## src/rtl/amp_pwr_seq.sv

```systemverilog
// rtl/amp_pwr_seq.sv - class-D amplifier power/fault sequencer with click-free mute
//
// Owns the amplifier shutdown line. It holds the amplifier off for a fixed time
// after reset and after each fault. Faults are filtered, and timed retries run
// until a lockout is reached. The mute request only releases on an audio-sample
// strobe, so the speaker path never starts mid-sample.
//
// Ports:
//   clk          system clock
//   rst_n        synchronous active-low reset
//   Flt_n        asynchronous amplifier fault, active low
//   vld          one-cycle audio-sample strobe
//   clr_lockout  one-cycle pulse that leaves lockout
//   sht_dwn      amplifier shutdown, active high (registered)
//   mute         zero-audio request (registered)
//   lockout      high while locked out (registered)
//   retry_cnt    faults taken since the last clear
module amp_pwr_seq #(
  parameter int HOLD_CYC   = 250000,
  parameter int UNMUTE_DLY = 50000,
  parameter int FLT_FILT   = 4,
  parameter int MAX_RETRY  = 3,
  parameter int STABLE_CYC = 50000000
) (
  input  logic       clk,
  input  logic       rst_n,
  input  logic       Flt_n,
  input  logic       vld,
  input  logic       clr_lockout,
  output logic       sht_dwn,
  output logic       mute,
  output logic       lockout,
  output logic [3:0] retry_cnt
);

  localparam int TMAX_HU = (HOLD_CYC > UNMUTE_DLY) ? HOLD_CYC : UNMUTE_DLY;
  localparam int TMAX    = (TMAX_HU > STABLE_CYC) ? TMAX_HU : STABLE_CYC;
  localparam int TW      = $clog2(TMAX + 1);
  localparam int FW      = $clog2(FLT_FILT + 1);

  // Timer compares use "last count minus one", so the transition edge lands
  // exactly N edges after the timer was cleared.
  localparam logic [TW-1:0] HOLD_LAST   = TW'(HOLD_CYC - 1);
  localparam logic [TW-1:0] UNMUTE_LAST = TW'(UNMUTE_DLY - 1);
  localparam logic [TW-1:0] STABLE_LAST = TW'(STABLE_CYC - 1);
  localparam logic [TW-1:0] STABLE_SAT  = TW'(STABLE_CYC);
  localparam logic [FW-1:0] FILT_MAX    = FW'(FLT_FILT);
  localparam logic [3:0]    RETRY_MAX   = 4'(MAX_RETRY);

  typedef enum logic [2:0] {
    ST_STARTUP,
    ST_UNMUTE_WAIT,
    ST_RUN,
    ST_FAULT,
    ST_LOCKOUT
  } state_t;

  state_t        state;
  logic          flt_s1;
  logic          flt_s2;
  logic [FW-1:0] fcnt;
  logic          fault_q;
  logic [TW-1:0] timer;

  // Synchronizer and consecutive-low filter. Any high sample restarts the count,
  // so short glitches never qualify.
  always_ff @(posedge clk) begin
    if (!rst_n) begin
      flt_s1  <= 1'b1;
      flt_s2  <= 1'b1;
      fcnt    <= '0;
      fault_q <= 1'b0;
    end else begin
      flt_s1 <= Flt_n;
      flt_s2 <= flt_s1;
      if (flt_s2) begin
        fcnt <= '0;
      end else if (fcnt != FILT_MAX) begin
        fcnt <= fcnt + FW'(1);
      end
      fault_q <= (fcnt == FILT_MAX);
    end
  end

  // Sequencer. The outputs are assigned on the same edge as the state change,
  // so sht_dwn, mute and lockout track the new state with no extra cycle.
  always_ff @(posedge clk) begin
    if (!rst_n) begin
      state     <= ST_STARTUP;
      timer     <= '0;
      retry_cnt <= 4'd0;
      sht_dwn   <= 1'b1;
      mute      <= 1'b1;
      lockout   <= 1'b0;
    end else begin
      case (state)
        ST_STARTUP, ST_FAULT: begin
          // An active fault keeps the hold from starting its count.
          if (fault_q) begin
            timer <= '0;
          end else if (timer == HOLD_LAST) begin
            state   <= ST_UNMUTE_WAIT;
            timer   <= '0;
            sht_dwn <= 1'b0;
          end else begin
            timer <= timer + TW'(1);
          end
        end

        ST_UNMUTE_WAIT, ST_RUN: begin
          // A fault takes priority over any timer expiry on the same edge.
          if (fault_q) begin
            sht_dwn <= 1'b1;
            mute    <= 1'b1;
            timer   <= '0;
            if (retry_cnt < RETRY_MAX) begin
              state     <= ST_FAULT;
              retry_cnt <= retry_cnt + 4'd1;
            end else begin
              state   <= ST_LOCKOUT;
              lockout <= 1'b1;
            end
          end else if (state == ST_UNMUTE_WAIT) begin
            if (timer == UNMUTE_LAST) begin
              state <= ST_RUN;
              timer <= '0;
              if (vld) begin
                mute <= 1'b0;
              end
            end else begin
              timer <= timer + TW'(1);
            end
          end else begin
            // Mute releases only on a sample strobe.
            if (vld) begin
              mute <= 1'b0;
            end
            // The timer saturates after the stable period; retry_cnt clears once.
            if (timer != STABLE_SAT) begin
              timer <= timer + TW'(1);
              if (timer == STABLE_LAST) begin
                retry_cnt <= 4'd0;
              end
            end
          end
        end

        ST_LOCKOUT: begin
          if (clr_lockout) begin
            state     <= ST_STARTUP;
            timer     <= '0;
            retry_cnt <= 4'd0;
            lockout   <= 1'b0;
          end
        end

        default: begin
          state   <= ST_STARTUP;
          timer   <= '0;
          sht_dwn <= 1'b1;
          mute    <= 1'b1;
          lockout <= 1'b0;
        end
      endcase
    end
  end

endmodule

```

## config.mk

```make
export PLATFORM = sky130hd
export DESIGN_NAME = amp_pwr_seq
export DESIGN_NICKNAME = d
export VERILOG_FILES = /design/src/rtl/amp_pwr_seq.sv
export SDC_FILE = /design/constraint.sdc
export NUM_CORES = 1
export LEC_CHECK = 0
export BUFFER_PORTS_ARGS = -buffer_cell sky130_fd_sc_hd__buf_2
export CAP_MARGIN = 10
export CORE_ASPECT_RATIO = 0.75
export CORE_MARGIN = 1
export CORE_UTILIZATION = 62
export DETAILED_ROUTE_END_ITERATION = 8
export HOLD_SLACK_MARGIN = 0.12
export MAX_ROUTING_LAYER = met4
export PLACE_DENSITY_LB_ADDON = 0.08
export SLEW_MARGIN = 30
export SYNTH_ARGS = -nofsm -noshare
export SYNTH_HDL_FRONTEND = slang
export SYNTH_SLANG_ARGS = --single-unit
```

## constraint.sdc

```tcl
create_clock -name clk -period 2.1 [get_ports clk]
set_input_delay 0.42 -clock clk [delete_from_list [all_inputs] [get_ports clk]]
set_output_delay 0.42 -clock clk [all_outputs]
set_load 0.01 [all_outputs]
```

=== Yosys cells after proc, flatten, opt, wreduce, memory -nomap -nowiden ===
Cells that the tools add are included.

* $add $sub $neg: 3
* $lt $le $gt $ge: 1
* Equal/unequal tests: 23
* Multiplexer cells: 36
* Bitwise logic cells: 4
* Reductions and logical operators: 12

{| class="wikitable"
|+ Operators by type and width
! operator !! number
|-
| $mux 26 || 7
|-
| $pmux 26 s3 || 1
|-
| $add 26x1->26 const B || 1
|-
| $eq 26x16->1 const B || 1
|-
| $eq 26x18->1 const B || 1
|-
| $eq 26x26->1 const B || 1
|-
| $ne 26x26->1 const B || 1
|-
| $mux 4 || 6
|-
| $mux 3 || 7
|-
| $ne 3x3->1 const B || 7
|-
| $mux 1 || 10
|-
| $ne 2x2->1 const B || 5
|-
| $pmux 3 s3 || 1
|-
| $ne 4x4->1 const B || 2
|-
| $pmux 4 s2 || 1
|-
| $reduce_and 4->1 || 2
|-
| $eq 3x2->1 const B || 2
|-
| $eq 3x3->1 const B || 2
|-
| $pmux 1 s3 || 2
|-
| $reduce_and 6->1 || 1
|-
| $reduce_or 2->1 || 3
|-
| $reduce_and 5->1 || 1
|-
| $add 4x1->4 const B || 1
|-
| $lt 4x2->1 const B || 1
|-
| other kinds (8) || 12
|}

* Register bits: 42
* Input port bits: 5
* Output and inout port bits: 7
* Word-level logic and storage cells: 89

=== Logic depth before layout (Yosys ltp) ===
* Depth in word-level cells: 6
* Mapped depth: 8
* Mapped depth without buffers: 7

=== Least setup slack after synthesis ===
OpenSTA, ideal clock, no wires.

* Kind: register -> register
* From: reg timer[0]
* To: reg timer[13]
* Setup time: 106 ps
* Data arrival time: 1776 ps
* Required time: 1994 ps
* Slack: 218 ps
* Stages on the path, launching flop included: 8
* Buffers on the path: 0
* Clock period less this slack: 1882 ps
* Path through: dfxtp_1 > inv_1 > ha_1 > nor3b_1 > and4_1 > a211oi_4 > nand3_1 > o311ai_0

* Word-level cells in the longest chain between the ends: 5
* Elaborated cells on any way between the ends: 13
* Classes of those cells: add/sub (1); eq/ne (4); mux (7); reduce/logical (1)

{| class="wikitable"
|+ RTL lines
! item !! RTL line !! text
|-
| start: declaration || 63 || <nowiki>logic [TW-1:0] timer;</nowiki>
|-
| start signal: assignment || 106 || <nowiki>timer <= timer + TW'(1);</nowiki>
|-
| start signal: assignment || 131 || <nowiki>timer <= timer + TW'(1);</nowiki>
|-
| start signal: assignment || 140 || <nowiki>timer <= timer + TW'(1);</nowiki>
|-
| $add 26x1->26 or $eq 26x16->1 (tied branches) || -- ||
|-
| $mux 26 (on tied branches) || 139, 124 ||
|-
| $mux 26 || 123 || <nowiki>end else if (state == ST_UNMUTE_WAIT) begin</nowiki>
|-
| $mux 26 || 112 || <nowiki>if (fault_q) begin</nowiki>
|-
| $pmux 26 s3 || 96 || <nowiki>case (state)</nowiki>
|}

Several ways; a longest one is shown, not always the timed one. The select of a mux whose other input is x is not followed.
A chain may end at the register's enable or synchronous reset.

=== Final worst setup path ===
* From: reg timer[9]
* To: reg timer[24]

The elaborated chain is that of the path after synthesis.

==> impl_metrics.json <==
{
  "outcome": "complete, no violations",
  "endpoint": "timer[24]",
  "io_buffers": 11,
  "ys_types": 61,
  "synth_most_common_cell": "dfxtp_1",
  "num_vias": 2861,
  "worstReg2RegEnd": "timer[24]",
  "synth_top_area_frac": 0.302,
  "drv_slew": 0,
  "ir_drop_uv": 514,
  "path_class": "flip-flop to flip-flop",
  "synth-main-ff-cell": "dfxtp_1",
  "grt_overflow": 0,
  "track_usage": 0.347,
  "crit_required_ns": 2.28,
  "crit_start": "timer[9]",
  "ys_top_cells_by_count": "42 x dfxtp_1, 34 x nand3_1, 32 x nand4_1, 28 x nand2_1, 16 x nor2_1",
  "r2r_start": "timer[9]",
  "slowest_stage": "or4b_1",
  "grt_pass1_wl_mm": 12.2,
  "drc_errors": 0,
  "hold_path.class": "input port to flip-flop",
  "power_frac_comb": 0.045,
  "core_um2": 4180,
  "fin_setup_tns_ns": 0,
  "synth_edf_count": 0,
  "max_stage_delay_ns": 0.58,
  "place_congestion": 0.927,
  "p_clk_frac": 0.390,
  "htree_num_levels": 2,
  "hpwl_mm": 5.40,
  "antenna_found_initial": 0,
  "holdBufCountCts": 0,
  "grt_pass1_vias": 2475,
  "ant_nets": 0,
  "crit_path_max_fanout": 16,
  "multi_input_area_um2": 1690,
  "period_minus_slack_ns": 2.01,
  "initial_core_util": 0.666,
  "worst_slew_pin_slew_ns": 0.573,
  "synth-seq-area-share": 0.302,
  "root_buffer": "clkbuf_8",
  "syn_area_um2": 2780,
  "p_per_area_nw_per_um2": 477,
  "synth_area_leaders": "dfxtp_1 30%, nand4_1 7.2%, nand3_1 6.1%, nand2_1 3.8%, o211ai_1 3.8%",
  "clock-sinks": 42,
  "cp_top_family": "compound AO/OA/AOI/OAI gates",
  "num-nets-final": 371,
  "setup_violations": 0,
  "ys_warn_count": 0,
  "viasPerCell": 6.86,
  "syn2layout_area_growth_pct": 8.14,
  "final-instance-count-excl-fill": 417,
  "p_leak_nw": 1.07,
  "p_sw_frac": 0.239,
  "placed_cells": 409,
  "rsz0062_at_grt": "false",
  "rows": 20,
  "max_cap_viol_count": 0,
  "finClkSkew_ns": 0.00509,
  "dieArea_um2": 4760,
  "cts.clk_slew.worst_paths_ns": 0.08,
  "crit_chain": "or4b_1, a211oi_2, o211ai_2, buf_4, a41oi_1, a31oi_1",
  "r2r_cells": 6,
  "layout-drive-gt1-share": 0.171,
  "wl_per_cell_um": 18.4,
  "cts_tree": "done",
  "critPathBufInv": 1,
  "dr.first_iter.drc_count": 535,
  "antenna_cells": 0,
  "fill_cells": 329,
  "power_frac_seq": 0.565,
  "wl_mm": 7.68,
  "io_pins": 12,
  "max_freq_mhz": 498,
  "cts_buffer_depth": 2,
  "path_depth": 6,
  "syn_nets": 356,
  "syn_inst": 346,
  "fin_crit_sh": 0.956,
  "start_kind": "flip-flop",
  "relSlewSlack": 0.615,
  "first_pass_iters": 6,
  "regArea_um2": 842,
  "endpoint_kind": "flip-flop",
  "avgSynthCellArea_um2": 8.04,
  "clock_latency_ns": 0.30,
  "hold_violations": 0,
  "switchingPower_mw": 0.343,
  "grt_max_degree": 37,
  "ys_ff_latch": 42,
  "die_y_um": 60.0,
  "cp_data_arrival_time_ns": 2.19,
  "async_reset_ff_frac": 0,
  "yosys.area.top_type": "dfxtp_1",
  "cts_made_buffers": 5,
  "fp.dieW_um": 79.4,
  "p_int_mw": 1.09,
  "ff2ff_setup_slack_ns": 0.09
}
-- routing by layer --
| metal | vias up | track usage | wire length (µm) |
|---|---|---|---|
| met2 | 186 | 0.507 | 3260 |
| li1 | 1353 | - | - |
| met5 | - | - | 0 |
| met3 | 24 | 0.0733 | 909 |
| met1 | 1298 | 0.483 | 3400 |
| met4 | 0 | 0.0935 | 103 |
-- power by group through the flow --
stage / sequential (mW) / combinational, mW / clock (mW)
2_1_floorplan: 0.826 / 0.0435 / 0
3_3_place_gp: 0.829 / 0.0613 / 0
3_5_place_dp: 0.830 / 0.0621 / 0
4_1_cts: 0.811 / 0.0622 / 0.563
5_1_grt: 0.812 / 0.0704 / 0.596
6_report: 0.811 / 0.0642 / 0.560
-- placed cells by master, fill, tap and decap left out, types with 4 or more instances in the layout --
| cell type | count |
|---|---|
| a21oi_1 | 12 |
| a31oi_1 | 11 |
| and2_1 | 4 |
| and3_1 | 5 |
| and4_1 | 6 |
| buf_2 | 11 |
| buf_4 | 28 |
| clkbuf_8 | 6 |
| dfxtp_1 | 41 |
| ha_1 | 5 |
| inv_1 | 14 |
| nand2_1 | 28 |
| nand2b_1 | 4 |
| nand3_1 | 34 |
| nand4_1 | 32 |
| nor2_1 | 16 |
| nor3_1 | 12 |
| nor4_1 | 7 |
| o2111ai_1 | 5 |
| o211ai_1 | 14 |
| o21ai_0 | 7 |
-- cell families after synthesis --
kind of cell	after synthesis	share of synthesized area
AOI/OAI and AO/OA	75	0.198
and+or+nand+nor	175	0.370
xor gates and xnor gates	2	0.00630
adders and majority gates	5	0.0225
buffers and inverters	45	0.0935
DFF	42	0.302
muxes	2	0.00719
-- final cells by class --
| type | instances | area share |
|---|---|---|
| Inverter | 14 | 0.0175 |
| Tap cell | 55 | 0.0229 |
| Clock buffer | 7 | 0.0287 |
| Timing Repair Buffer | 39 | 0.0881 |
| Sequential cell | 42 | 0.280 |
| Clock inverter | 1 | 0.00166 |
| Multi-Input combinational cell | 259 | 0.561 |
-- repair_timing --
action	4_1_cts	5_1_grt
endpoints found under the setup margin	0	14
setup buffers	0	0
gates resized for setup	0	5
-- flip-flops by register name, indices dropped and copies added (netlist names) --
name,flops
fault_q,1
fcnt,3
flt_s1,1
flt_s2,1
lockout,1
mute,1
retry_cnt,4
sht_dwn,1
state,3
timer,26
-- worst min path at each step --
stage                   start         to  slack [ns]  cells after the start
floorplan              flt_s1     flt_s2        0.39                      1
global placement    timer[24]  timer[24]        0.46                      1
detailed placement     flt_s1     flt_s2        0.47                      1
CTS                     Flt_n     flt_s1        0.29                      2
global route            Flt_n     flt_s1        0.29                      2
finish                  Flt_n     flt_s1        0.30                      2
-- stage by stage --
step                      cell area [µm²]  hold WS [ns]  worst slack (ns)  power [mW]  utilization
after floorplan                      2780         0.386             0.218       0.870            -
after global placement               2910         0.464             0.136       0.890        0.696
after detailed placement             2910         0.470             0.115       0.892        0.696
after CTS                            3000         0.293            0.0929        1.44        0.718
after global routing                 3010         0.287            0.0108        1.48        0.720
final                                3010         0.302            0.0915        1.44        0.720
Note: power is estimated with default switching activity, not from simulation.
